===== src/rtl/common_pkg.sv =====
// Shared widths, the NOP encoding and the default program image for the fetch stage.
package common_pkg;

    localparam int unsigned RISC_V_DATA_WIDTH                = 32;
    localparam int unsigned INSTRUCTION_WIDTH                = 32;
    localparam int unsigned INSTRUCTION_MEMORY_ADDRESS_WIDTH = 32;

    localparam logic [INSTRUCTION_WIDTH-1:0] NOP_INSTRUCTION = 32'h0000_0013;

    localparam int unsigned PROGRAM_WORDS = 5;

    // Word 0 sits in the lowest slice.
    localparam logic [PROGRAM_WORDS-1:0][INSTRUCTION_WIDTH-1:0] DEFAULT_PROGRAM = {
        32'hFE00_0FCB,
        32'h0005_8133,
        32'h0005_8133,
        32'h0001_00B3,
        32'h0020_8FE3
    };

endpackage


===== src/rtl/instruction_fetch_unit_if.sv =====
// Fetch/decode boundary: branch controls flow into fetch, the current instruction flows out.
interface instruction_fetch_unit_if;
    import common_pkg::*;

    logic                                          ALU_zero_flag;
    logic signed [RISC_V_DATA_WIDTH-1:0]           offset;
    logic                                          ctrl_branch;
    logic [INSTRUCTION_MEMORY_ADDRESS_WIDTH-1:0]   instruction_address;
    logic [INSTRUCTION_WIDTH-1:0]                  instruction_data;

    modport master (
        output ALU_zero_flag,
        output offset,
        output ctrl_branch,
        input  instruction_address,
        input  instruction_data
    );

    modport slave (
        input  ALU_zero_flag,
        input  offset,
        input  ctrl_branch,
        output instruction_address,
        output instruction_data
    );

endinterface


===== src/rtl/fetch_rom.sv =====
// Combinational instruction ROM; addresses past the last word read as NOP rather than aliasing.
module fetch_rom
    import common_pkg::*;
#(
    parameter int unsigned DepthWords = 64
) (
    input  logic [INSTRUCTION_MEMORY_ADDRESS_WIDTH-1:0] addr_i,
    output logic [INSTRUCTION_WIDTH-1:0]                data_o
);

    localparam int unsigned IdxW = $clog2(DepthWords);

    logic [INSTRUCTION_WIDTH-1:0] rom [DepthWords];
    logic [IdxW-1:0]              idx;
    logic                         in_range;
    logic                         unused_lsb;

    for (genvar i = 0; i < DepthWords; i++) begin : g_rom
        if (i < PROGRAM_WORDS) begin : g_prog
            assign rom[i] = DEFAULT_PROGRAM[i];
        end else begin : g_nop
            assign rom[i] = NOP_INSTRUCTION;
        end
    end

    assign unused_lsb = ^addr_i[1:0];
    assign idx        = addr_i[IdxW+1:2];
    assign in_range   = ({2'b00, addr_i[INSTRUCTION_MEMORY_ADDRESS_WIDTH-1:2]} < 32'(DepthWords));

    always_comb begin
        data_o = NOP_INSTRUCTION;
        if (in_range) begin
            data_o = rom[idx];
        end
    end

endmodule


===== src/rtl/instruction_fetch_unit.sv =====
// Fetch stage: PC register with sequential/branch next-PC selection feeding a combinational ROM.
module instruction_fetch_unit
    import common_pkg::*;
#(
    parameter int unsigned                                ROM_DEPTH_WORDS = 64,
    parameter logic [INSTRUCTION_MEMORY_ADDRESS_WIDTH-1:0] RESET_PC        = '0
) (
    input  logic                     clk,
    input  logic                     rst,
    instruction_fetch_unit_if.slave  fetch_io
);

    logic [INSTRUCTION_MEMORY_ADDRESS_WIDTH-1:0] pc_q, pc_d;
    logic [INSTRUCTION_MEMORY_ADDRESS_WIDTH-1:0] branch_disp;
    logic                                        take_branch;

    assign take_branch = fetch_io.ctrl_branch & fetch_io.ALU_zero_flag;
    // Halfword immediate to byte displacement; the top offset bit falls off, which is fine mod 2^32.
    assign branch_disp = {fetch_io.offset[RISC_V_DATA_WIDTH-2:0], 1'b0};

    always_comb begin
        pc_d = pc_q + 32'd4;
        if (take_branch) begin
            pc_d = pc_q + branch_disp;
        end
        pc_d[1:0] = 2'b00;
    end

    always_ff @(posedge clk or negedge rst) begin
        if (!rst) begin
            pc_q <= RESET_PC;
        end else begin
            pc_q <= pc_d;
        end
    end

    assign fetch_io.instruction_address = pc_q;

    fetch_rom #(
        .DepthWords (ROM_DEPTH_WORDS)
    ) u_fetch_rom (
        .addr_i (pc_q),
        .data_o (fetch_io.instruction_data)
    );

endmodule


===== src/flat_wrapper.sv =====
// flat-port wrapper written by rule: the top's interface ports become plain ports
module instruction_fetch_unit_flat import common_pkg::*;
#(
    parameter int unsigned                                ROM_DEPTH_WORDS = 64,
    parameter logic [INSTRUCTION_MEMORY_ADDRESS_WIDTH-1:0] RESET_PC        = '0
)
  (clk, rst, fetch_io_ALU_zero_flag, fetch_io_offset, fetch_io_ctrl_branch, fetch_io_instruction_address, fetch_io_instruction_data);
  instruction_fetch_unit_if fetch_io_i ();
  input  logic clk;
  input  logic rst;
  input wire logic [$bits(fetch_io_i.ALU_zero_flag)-1:0] fetch_io_ALU_zero_flag;
  input wire logic [$bits(fetch_io_i.offset)-1:0] fetch_io_offset;
  input wire logic [$bits(fetch_io_i.ctrl_branch)-1:0] fetch_io_ctrl_branch;
  output wire logic [$bits(fetch_io_i.instruction_address)-1:0] fetch_io_instruction_address;
  output wire logic [$bits(fetch_io_i.instruction_data)-1:0] fetch_io_instruction_data;
  assign fetch_io_i.ALU_zero_flag = fetch_io_ALU_zero_flag;
  assign fetch_io_i.offset = fetch_io_offset;
  assign fetch_io_i.ctrl_branch = fetch_io_ctrl_branch;
  assign fetch_io_instruction_address = fetch_io_i.instruction_address;
  assign fetch_io_instruction_data = fetch_io_i.instruction_data;
  instruction_fetch_unit #(.ROM_DEPTH_WORDS(ROM_DEPTH_WORDS), .RESET_PC(RESET_PC)) u_core (.clk(clk), .rst(rst), .fetch_io(fetch_io_i));
endmodule

===== config.mk =====
export PLATFORM = sky130hd
export DESIGN_NAME = instruction_fetch_unit_flat
export DESIGN_NICKNAME = d
export VERILOG_FILES = /design/src/rtl/common_pkg.sv /design/src/rtl/instruction_fetch_unit_if.sv /design/src/rtl/fetch_rom.sv /design/src/rtl/instruction_fetch_unit.sv /design/src/flat_wrapper.sv
export SDC_FILE = /design/constraint.sdc
export NUM_CORES = 1
export LEC_CHECK = 0
export ABC_AREA = 1
export CELL_PAD_IN_SITES_DETAIL_PLACEMENT = 0
export CELL_PAD_IN_SITES_GLOBAL_PLACEMENT = 2
export CORE_MARGIN = 2
export CORE_UTILIZATION = 22
export CTS_BUF_LIST = sky130_fd_sc_hd__clkbuf_4 sky130_fd_sc_hd__clkbuf_8
export CTS_CLUSTER_DIAMETER = 80
export DETAILED_ROUTE_END_ITERATION = 6
export PLACE_DENSITY_LB_ADDON = 0.15
export SLEW_MARGIN = 20
export SYNTH_ARGS = -nofsm -noshare
export SYNTH_HDL_FRONTEND = slang
export SYNTH_SLANG_ARGS = --single-unit

===== constraint.sdc =====
create_clock -name clk -period 1.8 [get_ports clk]
set_input_delay 0.27 -clock clk [delete_from_list [all_inputs] [get_ports clk]]
set_output_delay 0.27 -clock clk [all_outputs]
set_load 0.01 [all_outputs]

-- Yosys cells after proc, flatten, opt, wreduce, memory -nomap -nowiden
Memories as Yosys holds them, arrays and structs flattened.
Index checks and enable logic that the tools add are counted.
- register bits: 30
- ROM bits: 2048
- output and inout port bits: 64
- word-level logic and storage cells: 12
- memories kept: 1
- add/sub/neg operators: 2
- $lt $le $gt $ge: 2
- multiplexer cells: 4
- bitwise operators: 2
- memory list (name ; words ; width ; rd ports ; clocked after memory_dff ; write ports ; RTL line ; text):
    (no name shown) ; 64 ; 32 ; 1 ; 0 ; 0 ; fetch_rom.sv:33 ; data_o = rom[idx];
- operators by type and width (operator ; number):
    $mux W32 ; 4
    $add A32 B3 Y32 const B ; 1
    $add A32 B32 Y32 ; 1
    $lt A30 B7 Y1 const B ; 1
    $ge A7 B7 Y1 const B ; 1
    $not A6 Y7 ; 1
    $and A1 B1 Y1 ; 1

-- Depth between registers and ports, before layout
- depth in word-level cells: 5
- depth in mapped cells: 15
- depth with buffers taken out: 15

-- Cells and area by module
Synthesis repeated with hierarchy kept, for this count alone.
- cell total of the unflattened synthesis: 613
- area total of the unflattened synthesis: 3584.7 µm²
- modules (own cells, without submodules) (module ; instances ; cells an instance ; area each (µm²)):
    instruction_fetch_unit ; 1 ; 541 ; 3174.3
    fetch_rom ; 1 ; 72 ; 410.4

-- Least setup slack after synthesis
No wires, ideal clock.
- path type: input-to-reg
- start point: in fetch_io_ctrl_branch
- end point: reg u_core.pc_q[28], in the netlist u_core.fetch_io.instruction_address[28]
- library setup time: 0.117 ns
- arrival time: 2.030 ns
- setup slack: -0.347 ns
- stages on the path: 13
- cell sequence: nand2_1 > clkbuf_1 > clkbuf_1 > nor2_1 > ha_1 > nand2_2 > inv_1 > a21oi_1 > nand3_1 > nand2_1 > nand3_1 > nand2_1 > nand2_1
- cells in the longest elaborated chain, start to end: 2
- RTL lines (item ; RTL line ; text):
    start, declared ; flat_wrapper.sv:13 ; input wire logic [$bits(fetch_io_i.ctrl_branch)-1:0] fetch_io_ctrl_branch;
    $and A1 B1 Y1 ; instruction_fetch_unit.sv:17 ; assign take_branch = fetch_io.ctrl_branch & fetch_io.ALU_zero_flag;
    $mux W32 ; instruction_fetch_unit.sv:23 ; if (take_branch) begin
    named net u_core.pc_d[28] ; instruction_fetch_unit.sv:13 ; logic [INSTRUCTION_MEMORY_ADDRESS_WIDTH-1:0] pc_q, pc_d;
    end signal, assigned ; instruction_fetch_unit.sv:33 ; pc_q <= pc_d;
    end, declared ; instruction_fetch_unit.sv:13 ;
The timed path passes the listed nets, and every way through them passes these cells.

-- Final worst setup path
- start point: reg u_core.pc_q[24], in the netlist u_core.fetch_io.instruction_address[24]
- end point: out fetch_io_instruction_data[28]
- cells in the longest elaborated chain, start to end: 2
- RTL lines (item ; RTL line ; text):
    $lt A30 B7 Y1 ; fetch_rom.sv:28 ; assign in_range = ({2'b00, addr_i[INSTRUCTION_MEMORY_ADDRESS_WIDTH-1:2]} < 32'(DepthWords));
    $mux W32 ; fetch_rom.sv:32 ; if (in_range) begin
    end, declared ; flat_wrapper.sv:15 ; output wire logic [$bits(fetch_io_i.instruction_data)-1:0] fetch_io_instruction_data;
No other way between the ends.

==> results_dict.tcl <==
set metrics [dict create \
    outcome "finished with violations" \
    violations "setup timing" \
    fin_worst_skew_ns 0.00864 \
    drt_pass1_iterations 4 \
    multi_input_area_sq_um 3290 \
    fmax_mhz 456 \
    wl_met2_mm 6.58 \
    yosysSeqAreaShare 0.214 \
    wl_met1_mm 5.91 \
    grt_pass1_wl_mm 19.7 \
    die_area_sq_um 17000 \
    highest_layer "met4" \
    place_area_sq_um 5330 \
    worstReg2RegStart "u_core.fetch_io.instruction_address[24]" \
    drcViolationCount 0 \
    p_switching_mw 4.07 \
    antennaDiodeCount 0 \
    yosysWarningCount 0 \
    end_kind "primary output" \
    grt_util_all_layers 0.151 \
    grt_antenna_before_repair 0 \
    place_ws_ns -0.861 \
    rows 46 \
    fin_crit_ns 2.19 \
    dp_cells 990 \
    overflow 0 \
    design_area_sq_um 6690 \
    worstPathArrival_ns 1.92 \
    cts_tree "done" \
    grt_start_max_net_pins 31 \
    period_share 1.22 \
    rsz0062_at_grt "true" \
    cts-root-buf "clkbuf_8" \
    combPwrFrac 0.789 \
    final_common_cell "nand2_1" \
    routedWlPerCell_um 12.9 \
    clk_latency_ns 0.31 \
    port_buffers 83 \
    ant_nets 0 \
    dp_hpwl_mm 10.2 \
    power_density_nw_per_um2 1350 \
    worstRegToRegCells 14 \
    gp_congestion 0.806 \
    path_clk_slew_ns 0.08 \
    regArea_sq_um 751 \
    area_delta_synth_final_pct 90.7 \
    synth_top_family_by_area "simple AND/OR/NAND/NOR gates" \
    rr_endpoint "u_core.fetch_io.instruction_address[29]" \
    drv_slew 0 \
    htree_levels 2 \
    io_pins 100 \
    netlist_instances 604 \
    clk_path_buf_depth 2 \
    total_power_mw 9.00 \
    first_iter_violations 81 \
    synth-simple-area-share 0.399 \
    layout-drive-gt1-share 0.474 \
    clkPwrFrac 0.070 \
    dieHeight_um 130 \
    ir_drop_v 0.000506 \
    maxCapViolCount 0 \
    cellLeakagePower_nw 3.55 \
    n_fill_cell 1692 \
    ys_seq_elements 30 \
    via_count 4143 \
    vias_per_cell 4.07 \
    switching_share 0.452 \
    instances_no_fill 1017 \
    synth-compound-area-share 0.0467 \
    setup_viol 23 \
    cp_max_fo 8 \
    numCtsBuffers 5 \
    muxShareOfSynthArea 0 \
    initial_utilization 0.223 \
    synth_xor_area_frac 0.0374 \
    ctsHoldBuffers 0 \
    cts_sinks 30 \
    die_w_um 130 \
    hold_violations 0 \
    p_int_mw 4.94 \
    core_sq_um 15700 \
    setup_ws_ns -0.393 \
    synth_area_sq_um 3510 \
    first_global_vias 4074 \
    wirelength_mm 13.1 \
    worst_ep_required_time_ns 1.53 \
    seqPwrFrac 0.140 \
    r2r_setup_slack_ns -0.08 \
    wl_met3_um 446 \
    synth_cell_types 26 \
    nets 866 \
    final_cell_mix "116 x nand2_1, 111 x inv_1, 102 x buf_4, 64 x nand2_2, 55 x clkdlybuf4s50_1" \
    syn_area_per_cell_sq_um 5.81 \
    synthAdderAreaFrac 0.109 \
    largest_reg_flops 30 \
    hold_class "input port to asynchronous set/reset pin" \
    worst-setup-path-type "flip-flop to primary output" \
    critPathLaunchType "flip-flop" \
]
## worst max path at each step
| stage | from | end | slack [ns] | cells past startpoint |
|---|---|---|---|---|
| 2_1_floorplan | fetch_io_ctrl_branch | u_core.fetch_io.instruction_address[18] | -0.01 | 14 |
| 3_3_place_gp | fetch_io_ctrl_branch | u_core.fetch_io.instruction_address[29] | -0.87 | 14 |
| 3_5_place_dp | fetch_io_ctrl_branch | u_core.fetch_io.instruction_address[29] | -0.86 | 14 |
| 4_1_cts | u_core.fetch_io.instruction_address[24] | fetch_io_instruction_data[28] | -0.49 | 10 |
| 5_1_grt | u_core.fetch_io.instruction_address[23] | fetch_io_instruction_data[28] | -0.52 | 10 |
| 6_report | u_core.fetch_io.instruction_address[24] | fetch_io_instruction_data[28] | -0.39 | 10 |
## cells by family after synthesis
kind of cell | after synthesis
other cells | 2
flops | 30
xor+xnor | 15
fa+ha+maj | 30
compound gates | 29
buf+inv | 155
simple gates | 343
## worst max-delay path: stages (launching register included)
cell and delay, ns:
dfrtp_1 0.41, nor2_1 0.11, nand2_1 0.10, nor2_2 0.14, nand2_2 0.09, nor3_2 0.10, buf_4 0.14, nand3_2 0.06
buf_6 0.15, nor2_4 0.13, buf_2 0.16
## cells in the mapped netlist, drive strengths merged
| library cell | number | area [sq um] |
|---|---|---|
| dfrtp | 30 | 751 |
| clkbuf | 2 | 7.51 |
| xor2 | 14 | 123 |
| nand3 | 33 | 175 |
| a21o | 1 | 7.51 |
| or2 | 1 | 6.26 |
| nand4 | 5 | 31.3 |
| nor2 | 88 | 345 |
| nor3 | 5 | 30.0 |
| conb | 2 | 7.51 |
| o21bai | 5 | 41.3 |
| o21ai | 2 | 10.0 |
| inv | 128 | 480 |
| ha | 29 | 363 |
| nand2 | 211 | 812 |
| buf | 25 | 184 |
| fa | 1 | 20.0 |
| xnor2 | 1 | 8.76 |
| a21oi | 21 | 105 |
## power by group through the flow
stage	sequential [mW]	combinational (mW)	clock, mW
after floorplan	1.49	2.20	0
after global placement	1.27	5.23	0
after detailed placement	1.26	5.24	0
after CTS	1.26	5.95	0.666
after global routing	1.32	7.79	0.694
final	1.26	7.11	0.634
## through the flow
stage | TNS [ns] | utilization | hold WS [ns]
after global routing | -10.71 | 0.426 | 0.406
after CTS | -9.22 | 0.373 | 0.376
after floorplan | -0.0175 | - | -0.0256
after detailed placement | -28.88 | 0.339 | 0.590
final | -7.34 | 0.426 | 0.371
after global placement | -29.40 | 0.339 | 0.586
## metal layers
layer / vias up / global-route usage
met5: - / 0
met4: 0 / 0.0354
met2: 65 / 0.272
met3: 9 / 0.0258
li1: 2155 / -
met1: 1914 / 0.188
## area by class of cell
type | count | share of cell area
sequential | 30 | 0.112
timing repair buffer | 204 | 0.267
tap | 216 | 0.0404
clock inverter | 2 | 0.00187
multi-input combinational | 431 | 0.492
inverter | 128 | 0.0744
clock buffer | 6 | 0.0123
## what timing repair did
action                     CTS  global route
gates resized for setup    179           205
setup endpoints to repair   46            44
gates cloned                 0             1
pin swaps                   21           104
setup buffers                8            15
(Power assumes the default switching activity.)
